### src/rtl/ram_stream_reader.sv
// Streams a contiguous, wrapping address range from a DualPortRAM read port onto a
// valid/ready stream. Define STREAM_READER_LAST_EN to add the opLast end-of-transfer marker.
`timescale 1ns/1ps
module ram_stream_reader #(
  parameter int Width = 8,
  parameter int Depth = 1024
) (
  input  logic                     ipClk,
  input  logic                     ipReset,
  input  logic                     ipStart,
  input  logic [$clog2(Depth)-1:0] ipBaseAddress,
  input  logic [$clog2(Depth):0]   ipLength,
  output logic                     opBusy,
  output logic [$clog2(Depth)-1:0] opRdAddress,
  output logic                     opRdEnable,
  input  logic [Width-1:0]         ipRdData,
  output logic [Width-1:0]         opData,
  output logic                     opValid,
  input  logic                     ipReady
`ifdef STREAM_READER_LAST_EN
  ,
  output logic                     opLast
`endif
);

  localparam int AW = $clog2(Depth);
  localparam int LW = AW + 1;
  localparam logic [AW-1:0] LAST_ADDR = AW'(Depth - 1);
  localparam logic [LW-1:0] DEPTH_LEN = LW'(Depth);

  typedef enum logic [1:0] {
    IDLE  = 2'd0,
    RUN   = 2'd1,
    DRAIN = 2'd2
  } state_t;

  state_t          state_reg, state_next;
  logic [AW-1:0]   addr_reg, addr_next;
  logic [LW-1:0]   reads_left_reg, reads_left_next;
  logic [LW-1:0]   words_left_reg, words_left_next;
  logic            inflight_reg, inflight_next;
  logic [1:0]      count_reg, count_next;
  logic [Width-1:0] data_reg [2];
  logic [Width-1:0] data_next [2];

  logic [LW-1:0]   len_sat;
  logic            pop;
  logic            push;
  logic            issue;
  logic [2:0]      room_used;
  logic [1:0]      wr_idx;

  assign len_sat = (ipLength > DEPTH_LEN) ? DEPTH_LEN : ipLength;

  assign opValid = (count_reg != 2'd0);
  assign pop     = opValid && ipReady;
  assign push    = inflight_reg;

  // Buffered plus in-flight words must stay below two after this cycle's pop.
  assign room_used = {1'b0, count_reg} + {2'b00, inflight_reg};
  assign issue     = (state_reg == RUN) && (room_used < (3'd2 + {2'b00, pop}));

  assign opRdEnable  = issue;
  assign opRdAddress = addr_reg;
  assign opBusy      = (state_reg != IDLE);
  assign opData      = data_reg[0];

  always_comb begin
    state_next      = state_reg;
    addr_next       = addr_reg;
    reads_left_next = reads_left_reg;
    words_left_next = words_left_reg;
    inflight_next   = issue;
    count_next      = count_reg + {1'b0, push} - {1'b0, pop};

    if (pop) begin
      words_left_next = words_left_reg - LW'(1);
    end

    case (state_reg)
      IDLE: begin
        if (ipStart && (ipLength != '0)) begin
          state_next      = RUN;
          addr_next       = ipBaseAddress;
          reads_left_next = len_sat;
          words_left_next = len_sat;
        end
      end
      RUN: begin
        if (issue) begin
          addr_next       = (addr_reg == LAST_ADDR) ? '0 : addr_reg + AW'(1);
          reads_left_next = reads_left_reg - LW'(1);
          if (reads_left_reg == LW'(1)) begin
            state_next = DRAIN;
          end
        end
      end
      DRAIN: begin
        if (pop && (words_left_reg == LW'(1))) begin
          state_next = IDLE;
        end
      end
      default: begin
        state_next = IDLE;
      end
    endcase
  end

  // Entry 0 is the head; a pop shifts entry 1 down and a push lands just above the survivors.
  assign wr_idx = count_reg - {1'b0, pop};

  for (genvar gi = 0; gi < 2; gi++) begin : g_entry
    assign data_next[gi] = (push && (wr_idx == 2'(gi))) ? ipRdData :
                           (pop && (gi == 0))           ? data_reg[1] :
                                                          data_reg[gi];
  end

  always_ff @(posedge ipClk) begin
    if (!ipReset) begin
      state_reg      <= IDLE;
      addr_reg       <= '0;
      reads_left_reg <= '0;
      words_left_reg <= '0;
      inflight_reg   <= 1'b0;
      count_reg      <= 2'd0;
      for (int i = 0; i < 2; i++) begin
        data_reg[i] <= '0;
      end
    end else begin
      state_reg      <= state_next;
      addr_reg       <= addr_next;
      reads_left_reg <= reads_left_next;
      words_left_reg <= words_left_next;
      inflight_reg   <= inflight_next;
      count_reg      <= count_next;
      for (int i = 0; i < 2; i++) begin
        data_reg[i] <= data_next[i];
      end
    end
  end

`ifdef STREAM_READER_LAST_EN
  logic inflight_last_reg, inflight_last_next;
  logic last_reg [2];
  logic last_next [2];

  assign inflight_last_next = issue && (reads_left_reg == LW'(1));

  for (genvar gi = 0; gi < 2; gi++) begin : g_last
    assign last_next[gi] = (push && (wr_idx == 2'(gi))) ? inflight_last_reg :
                           (pop && (gi == 0))           ? last_reg[1] :
                                                          last_reg[gi];
  end

  always_ff @(posedge ipClk) begin
    if (!ipReset) begin
      inflight_last_reg <= 1'b0;
      for (int i = 0; i < 2; i++) begin
        last_reg[i] <= 1'b0;
      end
    end else begin
      inflight_last_reg <= inflight_last_next;
      for (int i = 0; i < 2; i++) begin
        last_reg[i] <= last_next[i];
      end
    end
  end

  assign opLast = opValid && last_reg[0];
`endif

endmodule

### config.mk
export PLATFORM = sky130hd
export DESIGN_NAME = ram_stream_reader
export DESIGN_NICKNAME = d
export VERILOG_FILES = /design/src/rtl/ram_stream_reader.sv
export SDC_FILE = /design/constraint.sdc
export NUM_CORES = 1
export LEC_CHECK = 0
export ABC_AREA = 0
export CAP_MARGIN = 10
export CORE_AREA = 2 2 96 98
export DETAILED_ROUTE_END_ITERATION = 12
export DIE_AREA = 0 0 98 100
export REMOVE_ABC_BUFFERS = 1
export SETUP_SLACK_MARGIN = 0.2
export SYNTH_ARGS = -nofsm -noshare
export SYNTH_HDL_FRONTEND = slang
export SYNTH_SLANG_ARGS = --single-unit
export TNS_END_PERCENT = 1
### constraint.sdc
create_clock -name ipClk -period 4.8 [get_ports ipClk]
set_clock_uncertainty 0.2 [all_clocks]
set_input_delay 0.96 -clock ipClk [delete_from_list [all_inputs] [get_ports ipClk]]
set_output_delay 0.96 -clock ipClk [all_outputs]
set_load 0.01 [all_outputs]
; Word level (Yosys, flattened, before mapping)
; Memories as Yosys holds them, arrays and structs flattened.
; Index checks and enable logic that the tools add are counted.
[totals]
ff_bits = 37
elab_cells = 66
mem_count = 1
mem_bits_rw = 16
[classes]
n_eq_ne = 10
n_mux = 23
n_lt_le_gt_ge = 2
n_bitwise = 2
reduce_logical = 14
n_addsub = 8
[memory_table]
columns = memory, words, word_bits, rd, rd_clocked_by_memory_dff, wr, line_no
row1 = data_reg, 2, 8, 2, 0, 2, 43  ; logic [Width-1:0] data_reg [2];
[ops]
columns = op, count
row1 = $mux 11, 6
row2 = $mux 8, 5
row3 = $mux 10, 3
row4 = $eq 11x1->1 const B, 2
row5 = $pmux 11 s2, 1
row6 = $sub 11x1->11 const B, 2
row7 = $pmux 10 s2, 1
row8 = $gt 11x11->1 const B, 1
row9 = $reduce_bool 11->1, 1
row10 = $add 10x1->10 const B, 1
row11 = $eq 10x10->1 const B, 1
row12 = $mux 2, 4
row13 = $logic_and 1x1->1, 6
row14 = $ne 2x2->1 const B, 3
row15 = $pmux 2 s3, 1
row16 = $reduce_bool 2->1, 3
row17 = $eq 2x1->1 const B, 2
row18 = $logic_not 2->1, 2
row19 = $reduce_and 4->1, 1
row20 = $sub 2x1->2, 2
row21 = $add 2x1->3, 1
row22 = $add 2x1->3 const A, 1
row23 = $lt 3x3->1, 1
row24 = $reduce_and 3->1, 1
row25 = 5 further kinds, 7

; Depth between registers and ports, before layout
[depth]
ltp_word = 7
ltp_mapped = 8
ltp_nobuf = 7

; Worst setup path before layout
; Ideal clock, no wire load.
[synth_path]
path_kind = input to register
start = in ipReady
end = mem data_reg[1][7] (netlist: data_reg[0][15])
setup_ns = 0.130
t_arrival_ns = 2.842
n_path_buf = 1
stages = 8
setup_slack_ns = 1.627
path_cell_list = o21ai_1 -> clkinv_1 -> ha_1 -> xnor2_1 -> and3_1 -> clkbuf_1 -> mux2i_1 -> nor2_1
[synth_rtl]
columns = element, line_no
row1 = start: declaration, 19  ; input logic ipReady
row2 = end: declaration, 43

; Worst setup path after layout
[layout_path]
start = in ipReady
end = out opRdEnable
[layout_via]
elab_chain_cells = 4
[layout_lines]
columns = element, line_no
row1 = $logic_and 1x1->1, 56  ; assign pop = opValid && ipReady;
row2 = $add 2x1->3, 61  ; assign issue = (state_reg == RUN) && (room_used < (3'd2 + {2'b00, pop}));
row3 = $lt 3x3->1, 61
row4 = $logic_and 1x1->1, 61
row5 = end: declaration, 15  ; output logic opRdEnable,
; Every way passes these cells.

==> qor.yml <==
design_power_total_mw: 1.37
drc: 0
drive_gt1_frac: 0.0737
gpl.final_weighted_congestion: 0.769
dieWidth_um: 98
crit_path_end: "opRdEnable"
synthDominantAreaCellType: "sky130_fd_sc_hd__dfxtp_1"
synthToLayoutAreaGrowth_pct: 23.3
floorplan.core_area_mm2: 0.00889
setup.worst_path.start: "ipReady"
worstPathRequired_ps: 3640
post-cts-setup-buffers: 0
gr-total-overflow: 0
ys_async_sr_fraction: 0
cts_resized: 0
ys_seq_elements: 53
synth_top_area_frac: 0.358
initial_utilization: 0.334
p_per_area_mw_per_mm2: 374
largest_register_ff_count: 16
initialDrtViolationCount: 116
p_leak_nw: 1.32
synthFlopType: "sky130_fd_sc_hd__dfxtp_1"
cts_max_path_buffers: 2
worst_hold_path_type: "register to register"
maxSlewHeadroom: 0.383
tritoncts: "done"
final_hold_viol_count: 0
synthesized_cell_area_mm2: 0.00297
synth.lib_cells_used.distinct: 54
number_of_search_and_repair_iterations_in_the_first_detailed_routing_pass: 4
route.antenna.remaining_nets: 0
end_kind: "primary output"
status: "finished clean"
routed_wire_length_per_instance_um: 14.8
maxClockFrequency_mhz: 277
critical_path.max_fanout: 5
fp.dieArea_mm2: 0.00980
synth-edff-count: 0
yosysWarnings: 0
routed_via_density: 5.36
fin_setup_tns_ps: 0
grt_pass1_wl_um: 13000
final-setup-viol-count: 0
fin_crit_sh: 0.752
grt_pass1_vias: 2654
r2r_end: "data_reg[0][6]"
final_slew_violations: 0
port_buffers: 53
worst_pin_slew_ps: 924
final_core_utilization: 0.412
ctsHoldBuffers: 0
placementRows: 35
die_y_um: 100
maximum_number_of_pins_on_one_net_before_global_route_repair: 36
postRouteWirelength_um: 7680
final_net_count: 448
cts-root-buf: "sky130_fd_sc_hd__clkbuf_8"
design.portCount: 54
r2r_start: "count_reg[1]"
syn-instance-count: 368
vias: 2776
synth.area.top_cells: "sky130_fd_sc_hd__dfxtp_1, sky130_fd_sc_hd__nand2_1, sky130_fd_sc_hd__nor2_1"
grt_setup_unrepaired: "no"
critical_path.startpoint_type: "input port"
clkTransAtPathRegs_ps: 110
setup.reg_to_reg.worst_slack_ps: 2260
power.ir.vdd_worst_v: 0.000169
syn_area_per_cell_um2: 8.06
yosysMostFrequentCell: "sky130_fd_sc_hd__dfxtp_1"
ff2ff_path_depth: 7
clock_latency_at_the_later_pin_of_the_worst_skew_pair_ps: 320
synth_seq_area_share: 0.358
synth_commonest_cells: "sky130_fd_sc_hd__dfxtp_1, sky130_fd_sc_hd__nand2_1, sky130_fd_sc_hd__nor2_1"
diodes: 0
crit_arrival_ps: 2450
numCtsBuffers: 5
global_route.usage.total: 0.158
grt_antenna_before_repair: 0
maxCapViolCount: 0
numClockSinks: 53
period_needed_ps: 3610
place.detailed.hpwl_um: 5290
critical_path_class: "input port to primary output"
htree_levels: 2
stage by stage:
stage	std cells	area, um^2	setup slack (ps)	hold WS (ps)
detailed placement	510	3540	1220	268
global route	518	3660	1130	317
CTS	518	3660	1200	289
floorplan	338	2810	1410	254
global placement	510	3540	1240	269
finish	518	3660	1190	287
routing by layer:
layer | GRT usage | up-vias | wire length, um
li1 | - | 1384 | -
met1 | 0.203 | 1309 | 3680
met2 | 0.263 | 74 | 3450
met3 | 0.0411 | 9 | 427
met4 | 0.0438 | 0 | 123
met5 | 0 | - | 0
where the power goes:
part           switching (mW)  internal [mW]
clock                   0.163          0.156
sequential             0.0657          0.503
combinational           0.251          0.232
total                   0.479          0.891
cell usage in the layout (no fill, tap or decap), types with 3 or more instances in the layout:
master / synthesis / final
sky130_fd_sc_hd__a211oi_1: 5 / 5
sky130_fd_sc_hd__a21oi_1: 22 / 22
sky130_fd_sc_hd__a221oi_1: 3 / 3
sky130_fd_sc_hd__a311oi_1: 13 / 13
sky130_fd_sc_hd__a31oi_1: 3 / 3
sky130_fd_sc_hd__a32o_1: 3 / 3
sky130_fd_sc_hd__buf_4: 10 / 8
sky130_fd_sc_hd__clkbuf_8: 0 / 5
sky130_fd_sc_hd__clkdlybuf4s50_1: 0 / 53
sky130_fd_sc_hd__dfxtp_1: 53 / 53
sky130_fd_sc_hd__ha_1: 9 / 9
sky130_fd_sc_hd__inv_1: 11 / 11
sky130_fd_sc_hd__mux2i_1: 9 / 9
sky130_fd_sc_hd__nand2_1: 48 / 48
sky130_fd_sc_hd__nand2b_1: 5 / 5
sky130_fd_sc_hd__nand3_1: 12 / 12
sky130_fd_sc_hd__nor2_1: 41 / 41
sky130_fd_sc_hd__nor2b_1: 7 / 7
sky130_fd_sc_hd__nor3_1: 8 / 8
sky130_fd_sc_hd__nor3_2: 3 / 3
sky130_fd_sc_hd__nor4_1: 6 / 6
sky130_fd_sc_hd__o21a_1: 3 / 3
sky130_fd_sc_hd__o21ai_0: 16 / 16
sky130_fd_sc_hd__o21ai_1: 3 / 3
sky130_fd_sc_hd__xnor2_1: 6 / 6
sky130_fd_sc_hd__xor2_1: 11 / 11
worst max-delay path, cell delays in order:
cell	delay, ps
sky130_fd_sc_hd__clkdlybuf4s50_1	460
sky130_fd_sc_hd__o21ai_1	80
sky130_fd_sc_hd__o21a_1	250
sky130_fd_sc_hd__nor2_1	150
sky130_fd_sc_hd__clkdlybuf4s50_1	560
area by class of cell:
| type | count | area, um^2 |
|---|---|---|
| tap | 111 | 139 |
| fill | 913 | 5230 |
| sequential | 53 | 1060 |
| multi-input combinational | 273 | 1710 |
| clock buffer | 5 | 68.8 |
| inverter | 12 | 45.0 |
| clock inverter | 3 | 46.3 |
| timing repair buffer | 61 | 591 |
logic make-up after synthesis:
group	count (synthesis)	synth area share
AO/OA/AOI/OAI	89	0.209
XOR/XNOR	17	0.0502
adder cells (fa/ha/maj)	9	0.0379
buffers and inverters	42	0.0670
flip-flops	53	0.358
multiplexers	9	0.0304
AND/OR/NAND/NOR	149	0.248
how the worst min path moves through the flow:
stage,start,endpoint,slack [ps],depth (start not counted)
after detailed placement,data_reg[0][11],data_reg[0][3],270,2
after global routing,data_reg[0][14],data_reg[0][6],320,2
after floorplan,reads_left_reg[1],reads_left_reg[1],250,2
after CTS,data_reg[0][12],data_reg[0][4],290,2
final,data_reg[0][12],data_reg[0][4],290,2
after global placement,data_reg[0][8],data_reg[0][0],270,2
Power figures use the tool's default switching activity.
